File: src/rtl/fakeram_ctrl_pkg.sv
// Shared types and defaults for the fake SRAM request controller.
// The request and data types are sized for the default 256x95 macro.
package fakeram_ctrl_pkg;

  localparam int unsigned FakeramWidth     = 95;
  localparam int unsigned FakeramEls       = 256;
  localparam int unsigned FakeramAddrWidth = 8;

  typedef logic [FakeramWidth-1:0] fakeram_data_t;

  typedef struct packed {
    logic                        w;
    logic [FakeramAddrWidth-1:0] addr;
    fakeram_data_t               data;
    fakeram_data_t               w_mask;
  } fakeram_req_s;

  // A read may issue only if every outstanding read (buffered or in flight) still has a slot.
  function automatic logic has_read_credit(input int unsigned count, input logic pending,
                                           input int unsigned els);
    return (count + {31'b0, pending}) < els;
  endfunction

endpackage

File: src/rtl/fakeram_resp_fifo.sv
// Register-based 1r1w response FIFO with occupancy count and valid/yumi dequeue.
module fakeram_resp_fifo #(
  parameter int unsigned width_p = 95,
  parameter int unsigned els_p   = 3,
  localparam int unsigned PtrWidth   = $clog2(els_p),
  localparam int unsigned CountWidth = $clog2(els_p + 1)
) (
  input  logic                  clk_i,
  input  logic                  reset_n_i,
  input  logic                  enq_i,
  input  logic [width_p-1:0]    data_i,
  output logic                  v_o,
  output logic [width_p-1:0]    data_o,
  input  logic                  yumi_i,
  output logic [CountWidth-1:0] count_o
);

  logic [width_p-1:0]    mem_q [els_p];
  logic [PtrWidth-1:0]   rd_ptr_q, rd_ptr_d;
  logic [PtrWidth-1:0]   wr_ptr_q, wr_ptr_d;
  logic [CountWidth-1:0] count_q, count_d;
  logic                  deq;

  function automatic logic [PtrWidth-1:0] ptr_inc(input logic [PtrWidth-1:0] p);
    return (p == PtrWidth'(els_p - 1)) ? '0 : p + 1'b1;
  endfunction

  always_comb begin
    deq      = yumi_i & (count_q != '0);
    rd_ptr_d = deq ? ptr_inc(rd_ptr_q) : rd_ptr_q;
    wr_ptr_d = enq_i ? ptr_inc(wr_ptr_q) : wr_ptr_q;
    count_d  = count_q;
    unique case ({enq_i, deq})
      2'b10:   count_d = count_q + 1'b1;
      2'b01:   count_d = count_q - 1'b1;
      default: count_d = count_q;
    endcase
  end

  always_ff @(posedge clk_i) begin
    if (!reset_n_i) begin
      rd_ptr_q <= '0;
      wr_ptr_q <= '0;
      count_q  <= '0;
    end else begin
      rd_ptr_q <= rd_ptr_d;
      wr_ptr_q <= wr_ptr_d;
      count_q  <= count_d;
    end
  end

  // Storage needs no reset; when full with a dequeue, wr_ptr equals the slot being vacated.
  always_ff @(posedge clk_i) begin
    if (reset_n_i && enq_i) begin
      mem_q[wr_ptr_q] <= data_i;
    end
  end

  assign v_o     = reset_n_i & (count_q != '0);
  assign data_o  = mem_q[rd_ptr_q];
  assign count_o = count_q;

  yumi_needs_valid: assert property (@(posedge clk_i) disable iff (!reset_n_i) yumi_i |-> v_o)
    else $error("yumi_i asserted while v_o is low");

  no_overflow: assert property (@(posedge clk_i) disable iff (!reset_n_i)
    (enq_i && !deq) |-> (count_q != CountWidth'(els_p)))
    else $error("response FIFO overflow");

endmodule

File: src/rtl/fakeram_req_ctrl.sv
// Ready/valid front-end for the single-port fake SRAM: drives macro pins on acceptance and
// buffers 1-cycle read data in a credit-managed response FIFO.
module fakeram_req_ctrl
  import fakeram_ctrl_pkg::*;
#(
  parameter int unsigned width_p      = FakeramWidth,
  parameter int unsigned els_p        = FakeramEls,
  parameter int unsigned addr_width_p = FakeramAddrWidth,
  parameter int unsigned resp_els_p   = 3
) (
  input  logic                    clk_i,
  input  logic                    reset_n_i,
  input  logic                    v_i,
  input  logic                    w_i,
  input  logic [addr_width_p-1:0] addr_i,
  input  logic [width_p-1:0]      data_i,
  input  logic [width_p-1:0]      w_mask_i,
  output logic                    ready_o,
  output logic                    v_o,
  output logic [width_p-1:0]      data_o,
  input  logic                    yumi_i,
  output logic                    sram_ce_o,
  output logic                    sram_we_o,
  output logic [addr_width_p-1:0] sram_addr_o,
  output logic [width_p-1:0]      sram_wd_o,
  output logic [width_p-1:0]      sram_w_mask_o,
  input  logic [width_p-1:0]      sram_rd_i
);

  localparam int unsigned CountWidth = $clog2(resp_els_p + 1);

  if (resp_els_p < 2) begin : gen_depth_check
    $error("resp_els_p must be at least 2");
  end
  if (addr_width_p != $clog2(els_p)) begin : gen_addr_check
    $error("addr_width_p must equal clog2(els_p)");
  end

  logic [CountWidth-1:0] fifo_count;
  logic                  rd_pending_q, rd_pending_d;
  logic                  acc;
  logic                  acc_w;

  // Pins are zeroed when idle so the macro never sees stale or unknown address/data.
  always_comb begin
    ready_o       = reset_n_i & (w_i | has_read_credit(32'(fifo_count), rd_pending_q,
                                                       resp_els_p));
    acc           = v_i & ready_o;
    acc_w         = acc & w_i;
    sram_ce_o     = acc;
    sram_we_o     = acc_w;
    sram_addr_o   = acc ? addr_i : '0;
    sram_wd_o     = acc_w ? data_i : '0;
    sram_w_mask_o = acc_w ? w_mask_i : '0;
    rd_pending_d  = acc & ~w_i;
  end

  always_ff @(posedge clk_i) begin
    if (!reset_n_i) begin
      rd_pending_q <= 1'b0;
    end else begin
      rd_pending_q <= rd_pending_d;
    end
  end

  fakeram_resp_fifo #(
    .width_p (width_p),
    .els_p   (resp_els_p)
  ) u_resp_fifo (
    .clk_i     (clk_i),
    .reset_n_i (reset_n_i),
    .enq_i     (rd_pending_q),
    .data_i    (sram_rd_i),
    .v_o       (v_o),
    .data_o    (data_o),
    .yumi_i    (yumi_i),
    .count_o   (fifo_count)
  );

endmodule
File: config.mk
export PLATFORM = sky130hd
export DESIGN_NAME = fakeram_req_ctrl
export DESIGN_NICKNAME = d
export VERILOG_FILES = /design/src/rtl/fakeram_ctrl_pkg.sv /design/src/rtl/fakeram_resp_fifo.sv /design/src/rtl/fakeram_req_ctrl.sv
export SDC_FILE = /design/constraint.sdc
export NUM_CORES = 1
export LEC_CHECK = 0
export BUFFER_PORTS_ARGS = -buffer_cell sky130_fd_sc_hd__buf_2
export CAP_MARGIN = 0
export CORE_AREA = 5 5 231 233
export CTS_BUF_LIST = sky130_fd_sc_hd__clkbuf_8
export CTS_CLUSTER_SIZE = 40
export DETAILED_ROUTE_END_ITERATION = 16
export DIE_AREA = 0 0 236 238
export PLACE_DENSITY = 0.51
export SYNTH_ARGS = -nofsm -noshare
export SYNTH_HDL_FRONTEND = slang
export SYNTH_SLANG_ARGS = --single-unit
File: constraint.sdc
create_clock -name clk_i -period 5.9 [get_ports clk_i]
set_clock_uncertainty 0.1 [all_clocks]
set_input_delay 1.77 -clock clk_i [delete_from_list [all_inputs] [get_ports clk_i]]
set_output_delay 1.77 -clock clk_i [all_outputs]
set_load 0.005 [all_outputs]
==> impl_metrics.yaml <==
floorplan:
  die_area_mm2: 0.0562
  io_pins: 595
  fp.dieH_um: 238
  core_mm2: 0.0510
  placementRows: 83
  fp.dieW_um: 236
  initial_core_util_pct: 24.2
layout:
  seq_area_mm2: 0.00875
  multi_input_area_mm2: 0.00327
  utilization_pct: 33.2
  final_area_mm2: 0.0169
  n_fill_cell: 5245
  drive_above_1_share_pct: 44.4
  final_nets: 1765
  syn_to_final_growth_pct: 37.4
yosys:
  ys_ff_latch: 294
  yosys.area_share.simple_pct: 13.7
  synth_top_family_by_area: "simple AND/OR/NAND/NOR gates"
  synth_xor_area_share_pct: 0.142
  synth_nets: 1165
  synth_mux_area_share_pct: 7.80
  synth_compound_area_share_pct: 4.43
  ys_types: 27
  synthesis.area_mm2: 0.0123
  ys_seq_area_share_pct: 71.0
  synth-adder-area-share_pct: 0.305
  syn_avg_cell_area_um2: 14.3
  synthCells: 864
  synth_warnings: 0
clock_tree:
  htreeDepth: 2
  clockBufferDepth: 3
  path_clk_slew_ps: 60
  clk_latency_ps: 550
  clock-sinks: 294
  ctsHoldBuffers: 0
  cts_tree: "done"
  numCtsBuffers: 49
  cts-root-buf: "clkbuf_8"
  postCtsSetupBuffers: 0
  cts.repair.resized: 0
worst_setup_path:
  reg2reg_slack_ps: 3640
  crit_chain: "buf_2 > and3_4 > buf_12 > and2_1 > buf_2"
  critical_path.max_stage_delay_ps: 570
  endpoint: "sram_w_mask_o[94]"
  crit_type: "in2out"
  reg2reg_depth: 3
  cp-startpoint: "reset_n_i"
  crit_required_ps: 4030
  end_kind: "output pin"
  cpMostUsedCell: "buf_2"
  cp.arrival_ps: 3520
  rr_endpoint: "u_resp_fifo.mem_q[1][55]"
  slowest_stage: "and3_4"
  cp_max_fo: 85
  regToRegStartpoint: "rd_pending_q"
  start_kind: "input port"
power_and_ir_drop:
  p_leak_nw: 6.90
  internal-power_w: 0.00339
  peakVddDrop_v: 0.000176
  clkPwrFrac_pct: 35.8
  p_sw_w: 0.00114
  pwr-share-comb_pct: 12.5
  power_density_mw_per_mm2: 268
  switching_share_pct: 25.2
  p_seq_share_pct: 51.7
placed_design:
  dpl_cell_area_mm2: 0.0160
  post-dp-hpwl_um: 51900
  gp_congestion: 1.03
  numPortBuffers: 594
grt:
  grt_overflow_total: 0
  grt_pass1_vias: 9133
  grt_max_degree: 99
  met3_usage_pct: 6.80
  grt-busiest-layer: "met2"
  grt_use_total_pct: 21.2
  antenna_found_initial: 49
  use_met2_pct: 35.1
  met1_usage_pct: 28.2
  grt_pass1_wl_um: 81800
sta:
  min_period_ps: 5390
  slew_headroom_pct: 42.3
  rsz0062_at_grt: "no"
  whs_ps: 399
  tightest_slew_ps: 866
  tns_ps: 0
  setup_viol: 0
  drv_slew: 0
  fmax_mhz: 186
  fin_crit_sh_pct: 91.3
  finalHoldViolCount: 0
detailed_routing:
  wl_per_cell_um: 28.6
  routed_wl_um: 62800
  firstDrtPassIters: 4
  dr.first_iter.drc_count: 396
  drc: 0
  ant_nets: 0
  via_count: 9293
  viasPerCell: 4.23
worst_hold_path:
  min_path_cells: 2
  hp-class: "reg2reg"
outcome:
  status: "finished clean"
job:
  maxCapViolations: 0
[cell usage in the layout (no fill, tap or decap), drive strengths merged]
cell type,instances
clkbuf,49
clkinv,16
mux2i,96
clkinvlp,2
o21a,3
dfxtp,9
and2,200
diode,14
o21ai,97
a21boi,3
nand2,98
and3b,1
a21oi,1
ha,3
inv,22
or3,2
nor3b,1
nor2b,3
o211a,1
bufinv,1
and4b,1
and3,2
edfxtp,285
buf,603
xnor2,2
[kinds of logic after synthesis]
family / Yosys count
mux: 96
flops: 294
buf+inv: 56
fa+ha+maj: 3
compound gates: 105
xor+xnor: 2
simple gates: 308
[how the worst min path moves through the flow]
| stage | start | endpoint | slack (ps) |
|---|---|---|---|
| 2_1_floorplan | u_resp_fifo.wr_ptr_q[1] | u_resp_fifo.wr_ptr_q[1] | 360 |
| 3_3_place_gp | u_resp_fifo.wr_ptr_q[1] | u_resp_fifo.wr_ptr_q[1] | 380 |
| 3_5_place_dp | u_resp_fifo.wr_ptr_q[1] | u_resp_fifo.wr_ptr_q[1] | 390 |
| 4_1_cts | u_resp_fifo.wr_ptr_q[1] | u_resp_fifo.wr_ptr_q[1] | 400 |
| 5_1_grt | u_resp_fifo.rd_ptr_q[0] | flip-flop | 440 |
| 6_report | u_resp_fifo.wr_ptr_q[1] | u_resp_fifo.wr_ptr_q[1] | 400 |
[cells in the mapped netlist, drive strengths merged]
master | instances | area (um^2)
mux2i | 96 | 961
nor3b | 1 | 7.51
buf | 26 | 201
edfxtp | 285 | 8560
o21ai | 97 | 485
a21boi | 3 | 22.5
dfxtp | 9 | 180
ha | 3 | 37.5
and3b | 1 | 8.76
and3 | 2 | 12.5
o21a | 3 | 22.5
and4b | 1 | 10.0
and2 | 200 | 1250
or3 | 2 | 12.5
nand2 | 98 | 368
o211a | 1 | 10.0
a21oi | 1 | 5.00
inv | 2 | 7.51
clkbuf | 28 | 116
xnor2 | 2 | 17.5
nor2b | 3 | 18.8
[state kept, by name, summed over array words and instances (netlist names), named ones only]
name                  flops
u_resp_fifo.mem_q       285
u_resp_fifo.count_o       2
u_resp_fifo.rd_ptr_q      2
u_resp_fifo.wr_ptr_q      2
rd_pending_q              1
[per-stage QoR]
stage | instances | power, W | setup WS, ps
4_1_cts | 2181 | 0.00462 | 447
6_report | 2195 | 0.00453 | 511
5_1_grt | 2185 | 0.00474 | 400
3_3_place_gp | 2093 | 0.00296 | 479
3_5_place_dp | 2093 | 0.00296 | 449
2_1_floorplan | 864 | 0.00261 | 1040
[routing by layer]
layer,part of all wire [%],vias up
met3,7.8,87
met2,47,425
met1,43,4465
met4,1.7,8
met5,0.072,-
li1,-,4308
[power by group through the flow]
stage,combinational (W),clock (W),sequential [W]
after CTS,0.000579,0.00170,0.00234
final,0.000566,0.00162,0.00234
after detailed placement,0.000577,0,0.00239
after global placement,0.000574,0,0.00239
after floorplan,0.000247,0,0.00237
after global routing,0.000612,0.00179,0.00234
[worst max-delay path: cells and delay by family]
kind	cells	cell delay (ps)
buffers and inverters	3	780
AND/OR/NAND/NOR	2	910
[cell type report]
type	instances	share of cell area, %
well taps	680	5.03
clock buffers	49	3.99
inverters	2	0.0444
multi-input cells	514	19.3
diodes	14	0.207
clock inverters	39	1.24
repair buffers	603	18.5
flip-flops and latches	294	51.7
Note: power is estimated with default switching activity, not from simulation.
